File: src/rtl/serial_tx_queue.sv
// serial_tx_queue: queues result words in a small FIFO and sends each one
// MSB byte first through uart_transmitter, so results that arrive while the
// line is busy wait in the queue instead of being lost.
// Optional build macro: SERIAL_TX_DROP_COUNT_EN builds the 16-bit saturating
// drop counter; without it drop_count is tied to zero.

// Plain 8N1 transmitter. It has no reset. Its counters use >= compares, so any
// power-up state drains to idle within one frame.
module uart_transmitter #(
  parameter int comm_clk_frequency = 109_000_000,
  parameter int baud_rate          = 115_200
) (
  input  logic       clk,
  output logic       uart_tx,
  input  logic       rx_new_byte,
  input  logic [7:0] rx_byte,
  output logic       tx_ready
);
  localparam int DIV = (comm_clk_frequency / baud_rate < 1) ? 1 : comm_clk_frequency / baud_rate;
  localparam int CW  = (DIV > 1) ? $clog2(DIV) : 1;

  logic          r_busy;
  logic [CW-1:0] r_baud;
  logic [3:0]    r_bits;
  logic [9:0]    r_shift;

  // Load a frame {stop, data, start} on a new byte, then shift it out LSB first.
  always_ff @(posedge clk) begin
    if (!r_busy) begin
      if (rx_new_byte) begin
        r_busy  <= 1'b1;
        r_baud  <= '0;
        r_bits  <= '0;
        r_shift <= {1'b1, rx_byte, 1'b0};
      end
    end else if (r_baud >= CW'(DIV - 1)) begin
      r_baud  <= '0;
      r_shift <= {1'b1, r_shift[9:1]};
      if (r_bits >= 4'd9) r_busy <= 1'b0;
      else                r_bits <= r_bits + 4'd1;
    end else begin
      r_baud <= r_baud + 1'b1;
    end
  end

  assign uart_tx  = r_busy ? r_shift[0] : 1'b1;
  assign tx_ready = ~r_busy;
endmodule

module serial_tx_queue #(
  parameter int comm_clk_frequency = 109_000_000,
  parameter int WORD_BYTES         = 4,
  parameter int FIFO_DEPTH         = 4,
  parameter int BYTE_GAP           = 2
) (
  input  logic                          clk,
  input  logic                          reset_n,
  input  logic [8*WORD_BYTES-1:0]       word,
  input  logic                          send,
  output logic                          full,
  output logic                          busy,
  output logic [$clog2(FIFO_DEPTH):0]   level,
  output logic                          overflow,
  output logic [15:0]                   drop_count,
  output logic                          TxD
);
  localparam int WW  = 8 * WORD_BYTES;
  localparam int AW  = $clog2(FIFO_DEPTH);
  localparam int LW  = AW + 1;
  localparam int BCW = $clog2(WORD_BYTES + 1);

  localparam logic [1:0] S_IDLE  = 2'd0;
  localparam logic [1:0] S_SEND  = 2'd1;
  localparam logic [1:0] S_GAP   = 2'd2;
  localparam logic [1:0] S_WAITR = 2'd3;

  logic [WW-1:0]  r_mem [FIFO_DEPTH];
  logic [AW-1:0]  r_wr_ptr, r_rd_ptr;
  logic [LW-1:0]  r_level;
  logic [LW-1:0]  w_level_next;
  logic           r_full;
  logic           r_overflow;
  logic [1:0]     r_state;
  logic [WW-1:0]  r_shift;
  logic [BCW-1:0] r_bytes_left;
  logic [3:0]     r_gap;
  logic           r_rx_new_byte;
  logic [7:0]     r_rx_byte;
  logic           w_tx_ready;
  logic           w_push, w_pop;

  // full is registered, so a pop in the same cycle cannot rescue a push.
  assign w_push = send & ~r_full;
  assign w_pop  = (r_state == S_IDLE) && (r_level != '0);

  // Occupancy after this edge; level is the authoritative count.
  always_comb begin
    w_level_next = r_level;
    if (w_push && !w_pop)      w_level_next = r_level + 1'b1;
    else if (!w_push && w_pop) w_level_next = r_level - 1'b1;
  end

  // Queue storage; written only on accepted pushes.
  always_ff @(posedge clk) begin
    if (w_push) r_mem[r_wr_ptr] <= word;
  end

  // Pointers, occupancy, full flag and sticky overflow.
  always_ff @(posedge clk or negedge reset_n) begin
    if (!reset_n) begin
      r_wr_ptr   <= '0;
      r_rd_ptr   <= '0;
      r_level    <= '0;
      r_full     <= 1'b0;
      r_overflow <= 1'b0;
    end else begin
      if (w_push) r_wr_ptr <= r_wr_ptr + 1'b1;
      if (w_pop)  r_rd_ptr <= r_rd_ptr + 1'b1;
      r_level <= w_level_next;
      r_full  <= (w_level_next == LW'(FIFO_DEPTH));
      if (send && r_full) r_overflow <= 1'b1;
    end
  end

`ifdef SERIAL_TX_DROP_COUNT_EN
  logic [15:0] r_drop_count;

  // Saturating count of pushes dropped because the queue was full.
  always_ff @(posedge clk or negedge reset_n) begin
    if (!reset_n)                                    r_drop_count <= '0;
    else if (send && r_full && r_drop_count != 16'hFFFF) r_drop_count <= r_drop_count + 16'd1;
  end

  assign drop_count = r_drop_count;
`else
  assign drop_count = 16'h0000;
`endif

  // Transmit FSM: pop one whole word, then hand bytes to the UART one at a
  // time with a gap after each start pulse so tx_ready has time to drop.
  always_ff @(posedge clk or negedge reset_n) begin
    if (!reset_n) begin
      r_state       <= S_IDLE;
      r_shift       <= '0;
      r_bytes_left  <= '0;
      r_gap         <= '0;
      r_rx_new_byte <= 1'b0;
      r_rx_byte     <= '0;
    end else begin
      r_rx_new_byte <= 1'b0;
      case (r_state)
        S_IDLE: begin
          if (w_pop) begin
            r_shift      <= r_mem[r_rd_ptr];
            r_bytes_left <= BCW'(WORD_BYTES);
            r_state      <= S_SEND;
          end
        end
        S_SEND: begin
          if (w_tx_ready) begin
            r_rx_new_byte <= 1'b1;
            r_rx_byte     <= r_shift[WW-1 -: 8];
            r_shift       <= r_shift << 8;
            r_bytes_left  <= r_bytes_left - 1'b1;
            r_gap         <= 4'(BYTE_GAP);
            r_state       <= S_GAP;
          end
        end
        S_GAP: begin
          r_gap <= r_gap - 4'd1;
          if (r_gap <= 4'd1) r_state <= S_WAITR;
        end
        default: begin
          if (w_tx_ready) r_state <= (r_bytes_left != '0) ? S_SEND : S_IDLE;
        end
      endcase
    end
  end

  uart_transmitter #(
    .comm_clk_frequency(comm_clk_frequency)
  ) u_uart (
    .clk         (clk),
    .uart_tx     (TxD),
    .rx_new_byte (r_rx_new_byte),
    .rx_byte     (r_rx_byte),
    .tx_ready    (w_tx_ready)
  );

  assign full     = r_full;
  assign level    = r_level;
  assign overflow = r_overflow;
  assign busy     = (r_level != '0) || (r_state != S_IDLE);
endmodule

File: config.mk
export PLATFORM = sky130hd
export DESIGN_NAME = serial_tx_queue
export DESIGN_NICKNAME = d
export VERILOG_FILES = /design/src/rtl/serial_tx_queue.sv
export SDC_FILE = /design/constraint.sdc
export NUM_CORES = 1
export LEC_CHECK = 0
export ABC_AREA = 1
export BUFFER_PORTS_ARGS = -buffer_cell sky130_fd_sc_hd__buf_2
export CORE_UTILIZATION = 50
export DETAILED_ROUTE_END_ITERATION = 6
export GPL_ROUTABILITY_DRIVEN = 0
export PLACE_DENSITY_LB_ADDON = 0.25
export SLEW_MARGIN = 20
export SYNTH_ARGS = -nofsm -noshare
export SYNTH_HDL_FRONTEND = slang
export SYNTH_SLANG_ARGS = --single-unit
File: constraint.sdc
create_clock -name clk -period 3.5 [get_ports clk]
set_clock_uncertainty 0.2 [all_clocks]
set_input_delay 0.175 -clock clk [delete_from_list [all_inputs] [get_ports clk]]
set_output_delay 0.175 -clock clk [all_outputs]
set_load 0.01 [all_outputs]
==> results of run 1 <==
final timing paths:
path                            cells after the start  slack (ns)           from              end
worst max-delay path                                3        1.23  u_uart.r_busy              TxD
min in group clk                                    2        0.20       word[11]     r_mem[1][11]
max in group asynchronous                           3        2.18        reset_n         r_gap[2]
worst max register to register                      9        1.28     r_state[1]  r_bytes_left[2]
worst min register to register                      1        0.26       overflow         overflow
worst min-delay path                                2        0.03        reset_n       r_shift[9]
stage by stage:
step           total power [mW]  hold WS, ns  cell area (um^2)
2_1_floorplan              3.61       -0.321              9140
3_3_place_gp               3.84       0.0513              9380
3_5_place_dp               3.86       0.0490              9380
4_1_cts                    6.12       0.0414             10400
5_1_grt                    6.31        0.118             10400
6_report                   6.06       0.0267             10400
flip-flops by register name, summed over array words and instances, names as in the netlist, 3 cells and up:
register	flops
level	3
r_bytes_left	3
r_gap	4
r_mem	128
r_rx_byte	8
r_shift	32
u_uart.r_baud	10
u_uart.r_bits	4
u_uart.r_shift	9
placed cells by master (no fill, tap or decap), types with 2 or more instances in the layout:
| cell type | synthesis | layout |
|---|---|---|
| nand2_1 | 153 | 153 |
| inv_1 | 71 | 71 |
| nor2_2 | 0 | 4 |
| inv_6 | 1 | 2 |
| xor2_1 | 6 | 6 |
| xnor2_1 | 2 | 2 |
| buf_4 | 18 | 9 |
| clkbuf_16 | 0 | 23 |
| dfrtp_1 | 59 | 57 |
| ha_1 | 21 | 21 |
| o22ai_1 | 8 | 8 |
| a31oi_1 | 2 | 2 |
| edfxtp_1 | 151 | 151 |
| nand2_2 | 4 | 4 |
| nand3_1 | 62 | 62 |
| buf_2 | 19 | 41 |
| dfrtp_2 | 0 | 2 |
| nand2_4 | 2 | 2 |
| o21ai_0 | 50 | 50 |
| nor2_1 | 69 | 65 |
| o21ai_2 | 2 | 2 |
| clkbuf_1 | 7 | 7 |
| a21oi_1 | 63 | 63 |
| dlygate4sd3_1 | 0 | 34 |
| clkbuf_8 | 0 | 2 |
| or2_2 | 5 | 5 |
| clkinv_1 | 0 | 3 |
| a21oi_2 | 19 | 19 |
| inv_2 | 4 | 4 |
| clkinv_2 | 0 | 4 |
| conb_1 | 1 | 16 |
| nor3_1 | 4 | 4 |
cell type report:
type | count | area, um^2
repair buffers | 84 | 613
clock buffers | 32 | 629
multi-input cells | 494 | 2500
flip-flops and latches | 211 | 6030
fillers | 1467 | 7120
clock inverters | 10 | 67.6
well taps | 225 | 282
inverters | 76 | 290
worst register-to-register path, stage by stage, from the launching register on:
cell and delay, ns:
dfrtp_1 0.39, inv_1 0.10, ha_1 0.37, nand2_4 0.14, o21ai_2 0.11, nand2_4 0.25
inv_6 0.28, nand2_1 0.08, a21oi_1 0.13, nand2_1 0.06
logic make-up after synthesis:
family          Yosys count  share of synthesized area [%]
simple gates            303                           14.0
flops                   211                           66.4
compound gates          146                           9.12
buf+inv                 126                           6.76
fa+ha+maj                21                           2.89
xor+xnor                  8                          0.771
other cells               1                         0.0413
cell usage after synthesis:
library cell and number:
clkbuf_1 7, o22ai_1 8, dfrtp_1 59, a21o_1 1, xor2_1 6, nand2_1 153
nand3b_1 1, inv_2 4, inv_6 1, nand3_1 62, a31oi_1 2, nor3_2 1
inv_1 71, and3_1 1, nand2_2 4, nor2_1 69, o21ai_2 2, buf_6 6
edfxtp_1 151, xnor2_1 2, nand2_4 2, o21ai_0 50, ha_1 21, a31o_2 1
buf_4 18, or2_0 1, or2_2 5, dfxtp_1 1, a21oi_2 19, conb_1 1
buf_2 19, a21oi_1 63, nor3_1 4
routing by layer:
layer / vias to the layer above / global-route usage (%) / routed length, um
li1: 2878 / - / -
met1: 2747 / 26.4 / 7740
met2: 129 / 33.6 / 8570
met3: 28 / 2.70 / 723
met4: 0 / 5.37 / 376
met5: - / 0 / 0
what timing repair did:
action                                 in CTS  in global routing
endpoints found under the hold margin     157                  0
hold buffers                               34                  0
setup buffers                               0                  0
power breakdown:
| part | switching, mW | total (mW) | leakage (nW) | internal [mW] |
|---|---|---|---|---|
| logic | 0.482 | 0.696 | 1.91 | 0.214 |
| registers | 0.0849 | 3.13 | 2.11 | 3.05 |
| clock network | 0.962 | 2.23 | 0.341 | 1.27 |
==> run_results.csv, run 1 <==
group,metric,value,unit
run_status,status,"complete, no violations",
timing,hold_viol_final,0,
clock_tree,cts_buffer_depth,3,
clock_tree,clock_sinks,211,
logic_synthesis,post_synth.cell_area_avg,11.1,um^2
pwr,peakVddDrop,486,uV
setup_path,crit_path_end_kind,"primary output",
routing,dr.pass1.iters,4,
pwr,p_leak,4.35,nW
routing,drtIter0Drc,365,
placement,io_buffer_count,41,
setup_path,critPathKind,"flip-flop to primary output",
timing,period_share,65.0,%
timing,drv_slew,0,
placement,pre_cts_slack,1.25,ns
final_layout,drive_gt1_share,14.0,%
die,die_width,137,um
global_route,grt_pass1_wl,28100,um
die,core_area,17500,um^2
job,maxCapViolCount,0,
setup_path,critPathSlowestCell,"dfxtp_1",
setup_path,critPathLaunchType,"flip-flop",
routing,via_per_inst,5.11,
timing,relSlewSlack,42.9,%
setup_path,cp_cell_sequence,"inv_2, or2_2, buf_2",
clock_tree,clkTransAtPathRegs,0.06,ns
placement,dp_cells,1056,
logic_synthesis,synth_seq_area_share,66.4,%
die,fp.dieH,137,um
clock_tree,cts_tree,"done",
global_route,antenna_found_initial,0,
global_route,grt.total_usage,19.7,%
logic_synthesis,synthDistinctLibCells,33,
logic_synthesis,yosys_warnings,0,
routing,dr_total_vias,5782,
die,ios,58,
setup_path,crit_required,3.12,ns
final_layout,nNetsFinal,946,
clock_tree,clockRootBuffer,"clkbuf_16",
timing,grt_setup_unrepaired,"false",
timing,setup_viol,0,
timing,fin_crit,2.27,ns
logic_synthesis,ys_seq_elements,211,
final_layout,syn_to_final_growth,14.7,%
clock_tree,clock_latency,0.52,ns
global_route,grt_overflow,0,
final_layout,diodes,0,
pwr,power_density,581,nW/um^2
logic_synthesis,synth_area,9080,um^2
setup_path,path_buf_inv,2,
clock_tree,numCtsBuffers,23,
logic_synthesis,netlist_instances,816,
routing,drt-total-wl,17400,um
hold_path,hold_class,"input pin to async pin",
routing,wl_per_cell,15.4,um
timing,setup_slack,1.23,ns
global_route,grt_pass1_vias,5518,
timing,worst_slew_pin_slew,0.857,ns
global_route,grt_max_degree,90,
clock_tree,cts_htree_levels,1,
final_layout,utilization,59.4,%
logic_synthesis,yosys.area.top_type,"edfxtp_1",
logic_synthesis,yosys-top-cells-area,"edfxtp_1 (50%), dfrtp_1 (16%), nand2_1 (6.3%)",
routing,postRouteAntennaNets,0,
setup_path,cp_top_family,"flip-flops",
timing,fin_setup_tns,0,ns
placement,hpwl,10200,um
logic_synthesis,yosysTopAreaCellShare,49.9,%
die,num_rows,48,
setup_path,critPathMaxFanout,17,
final_layout,fin_cells,1132,
die,dieArea,18700,um^2
die,initial_core_util,51.8,%
clock_tree,ctsResizeCount,0,
setup_path,cp_data_arrival_time,1.90,ns
setup_path,slowest_delay,0.68,ns
routing,drc_errors,0,
timing,fmax,440,MHz
No activity file was read; power rests on OpenSTA's default activity.
==> run 2: changes to the inputs <==
Clock period 3.5 ns to 2.25 ns, I/O delays scaled along.
==> run_results.csv, run 2 (same netlist as run 1, synthesis figures left out) <==
group,metric,value,unit
final_layout,final_common_cell,"nand2_1",
die,die_width,137,um
clock_tree,cts_tree,"done",
timing,fin_crit,2.10,ns
routing,drtIter0Drc,345,
final_layout,diodes,0,
routing,dr_total_vias,5798,
pwr,peakVddDrop,686,uV
timing,period_share,93.3,%
timing,fmax,476,MHz
setup_path,crit_required,2.21,ns
final_layout,num-fill-cells,1413,
clock_tree,numCtsBuffers,23,
final_layout,drive_gt1_share,14.7,%
die,num_rows,48,
final_layout,final_cell_mix,"nand2_1 (153), edfxtp_1 (151), inv_1 (71)",
final_layout,largest_register_ffs,128,
routing,drc_errors,0,
timing,worst_slew_pin_slew,0.756,ns
setup_path,critPathMaxFanout,10,
setup_path,critPathKind,"flip-flop to flip-flop",
clock_tree,cts_buffer_depth,3,
timing,drv_slew,0,
clock_tree,cts_htree_levels,1,
final_layout,syn_to_final_growth,16.6,%
clock_tree,clockRootBuffer,"clkbuf_16",
setup_path,critPathLaunch,"u_uart.r_baud[0]",
clock_tree,clkTransAtPathRegs,0.06,ns
routing,drt-total-wl,17100,um
final_layout,multiInputGateArea,2500,um^2
placement,io_buffer_count,41,
global_route,grt_overflow,0,
routing,postRouteAntennaNets,0,
clock_tree,ctsResizeCount,0,
setup_path,cp_data_arrival_time,2.06,ns
routing,wl_per_cell,15.0,um
final_layout,regMostFlops,"r_mem",
setup_path,crit_path_end_kind,"flip-flop",
timing,fin_setup_tns,0,ns
hold_path,hold_class,"input pin to async pin",
run_status,status,"complete, no violations",
final_layout,nNetsFinal,954,
die,fp.dieH,137,um
final_layout,fin_cells,1139,
placement,hpwl,10100,um
pwr,power_density,893,nW/um^2
setup_path,worstReg2RegStart,"u_uart.r_baud[0]",
global_route,grt_pass1_vias,5761,
clock_tree,clock_latency,0.49,ns
die,core_area,17500,um^2
placement,dp_cells,1064,
die,ios,58,
routing,dr.pass1.iters,4,
global_route,grt.total_usage,19.4,%
global_route,grt_pass1_wl,28300,um
final_layout,regArea,6030,um^2
setup_path,critPathLaunchType,"flip-flop",
global_route,grt_max_degree,42,
die,dieArea,18700,um^2
timing,grt_setup_unrepaired,"true",
timing,setup_viol,0,
routing,via_per_inst,5.09,
final_layout,reg_top3,"r_mem x128, r_shift x32, u_uart.r_baud x10",
pwr,p_leak,4.44,nW
job,maxCapViolCount,0,
global_route,antenna_found_initial,0,
clock_tree,clock_sinks,211,
timing,relSlewSlack,49.6,%
die,initial_core_util,51.8,%
timing,hold_viol_final,0,
run 2: cell count changes in the layout (fill, tap and decap cells not counted), sizes merged:
| cell | delta |
|---|---|
| buf | +8 |
| clkinvlp | -1 |
| inv | -2 |
| clkinv | +5 |
| bufinv | +1 |
| clkbuf | -4 |
run 2: stage by stage:
| step | setup slack [ns] | util [%] | hold slack [ns] | total power, mW | area (um^2) |
|---|---|---|---|---|---|
| 6_report | 0.151 | 60.4 | 0.0306 | 9.46 | 10600 |
| 5_1_grt | -0.0541 | 60.4 | 0.112 | 9.87 | 10600 |
| 4_1_cts | 0.146 | 60.4 | 0.0533 | 9.57 | 10600 |
| 2_1_floorplan | -0.390 | - | -0.383 | 5.61 | 9140 |
| 3_3_place_gp | 0.229 | 54.6 | 0.0313 | 6.04 | 9570 |
| 3_5_place_dp | 0.168 | 54.6 | 0.0333 | 6.06 | 9570 |
run 2: final timing paths:
path / endpoint / slack [ns] / cells after the start
setup / recovery: u_uart.r_bits[1] / 0.15 / 9
hold / removal: r_shift[3] / 0.03 / 2
setup reg to reg: u_uart.r_bits[1] / 0.15 / 9
hold reg to reg: overflow / 0.25 / 1
max in group asynchronous: r_shift[26] / 1.21 / 3
min in group clk: r_mem[2][26] / 0.17 / 2
run 2: metal layers:
metal	track usage (%)	part of all wire, %	vias up
met2	32.9	49	131
met3	3.00	3.8	21
met4	5.19	1.9	0
met5	0	0	-
li1	-	-	2892
met1	26.2	45	2754
run 2: power by group:
part,switching (mW),internal (mW)
clock network,1.43,2.01
logic,0.753,0.391
registers,0.134,4.74
run 2: layout make-up:
class,count,share of cell area [%]
Timing Repair Buffer,92,7.54
Clock inverter,13,0.779
Tap cell,225,2.66
Clock buffer,28,5.70
Inverter,76,2.74
Multi-Input combinational cell,494,23.6
Sequential cell,211,57.0
run 2: worst max-delay path, cell delays in order, from the launching register on:
cell	delay (ns)
edfxtp_1	0.43
inv_1	0.07
ha_1	0.19
nand3_1	0.08
nand2_1	0.05
nand2_1	0.05
nand2_1	0.09
nand2_2	0.19
nand2_1	0.10
nor2_1	0.31
run 2: what timing repair did:
action / 4_1_cts / 5_1_grt
buffers inserted: 0 / 0
hold buffers: 34 / 0
endpoints found under the setup margin: 0 / 13
hold endpoints to repair: 165 / 0
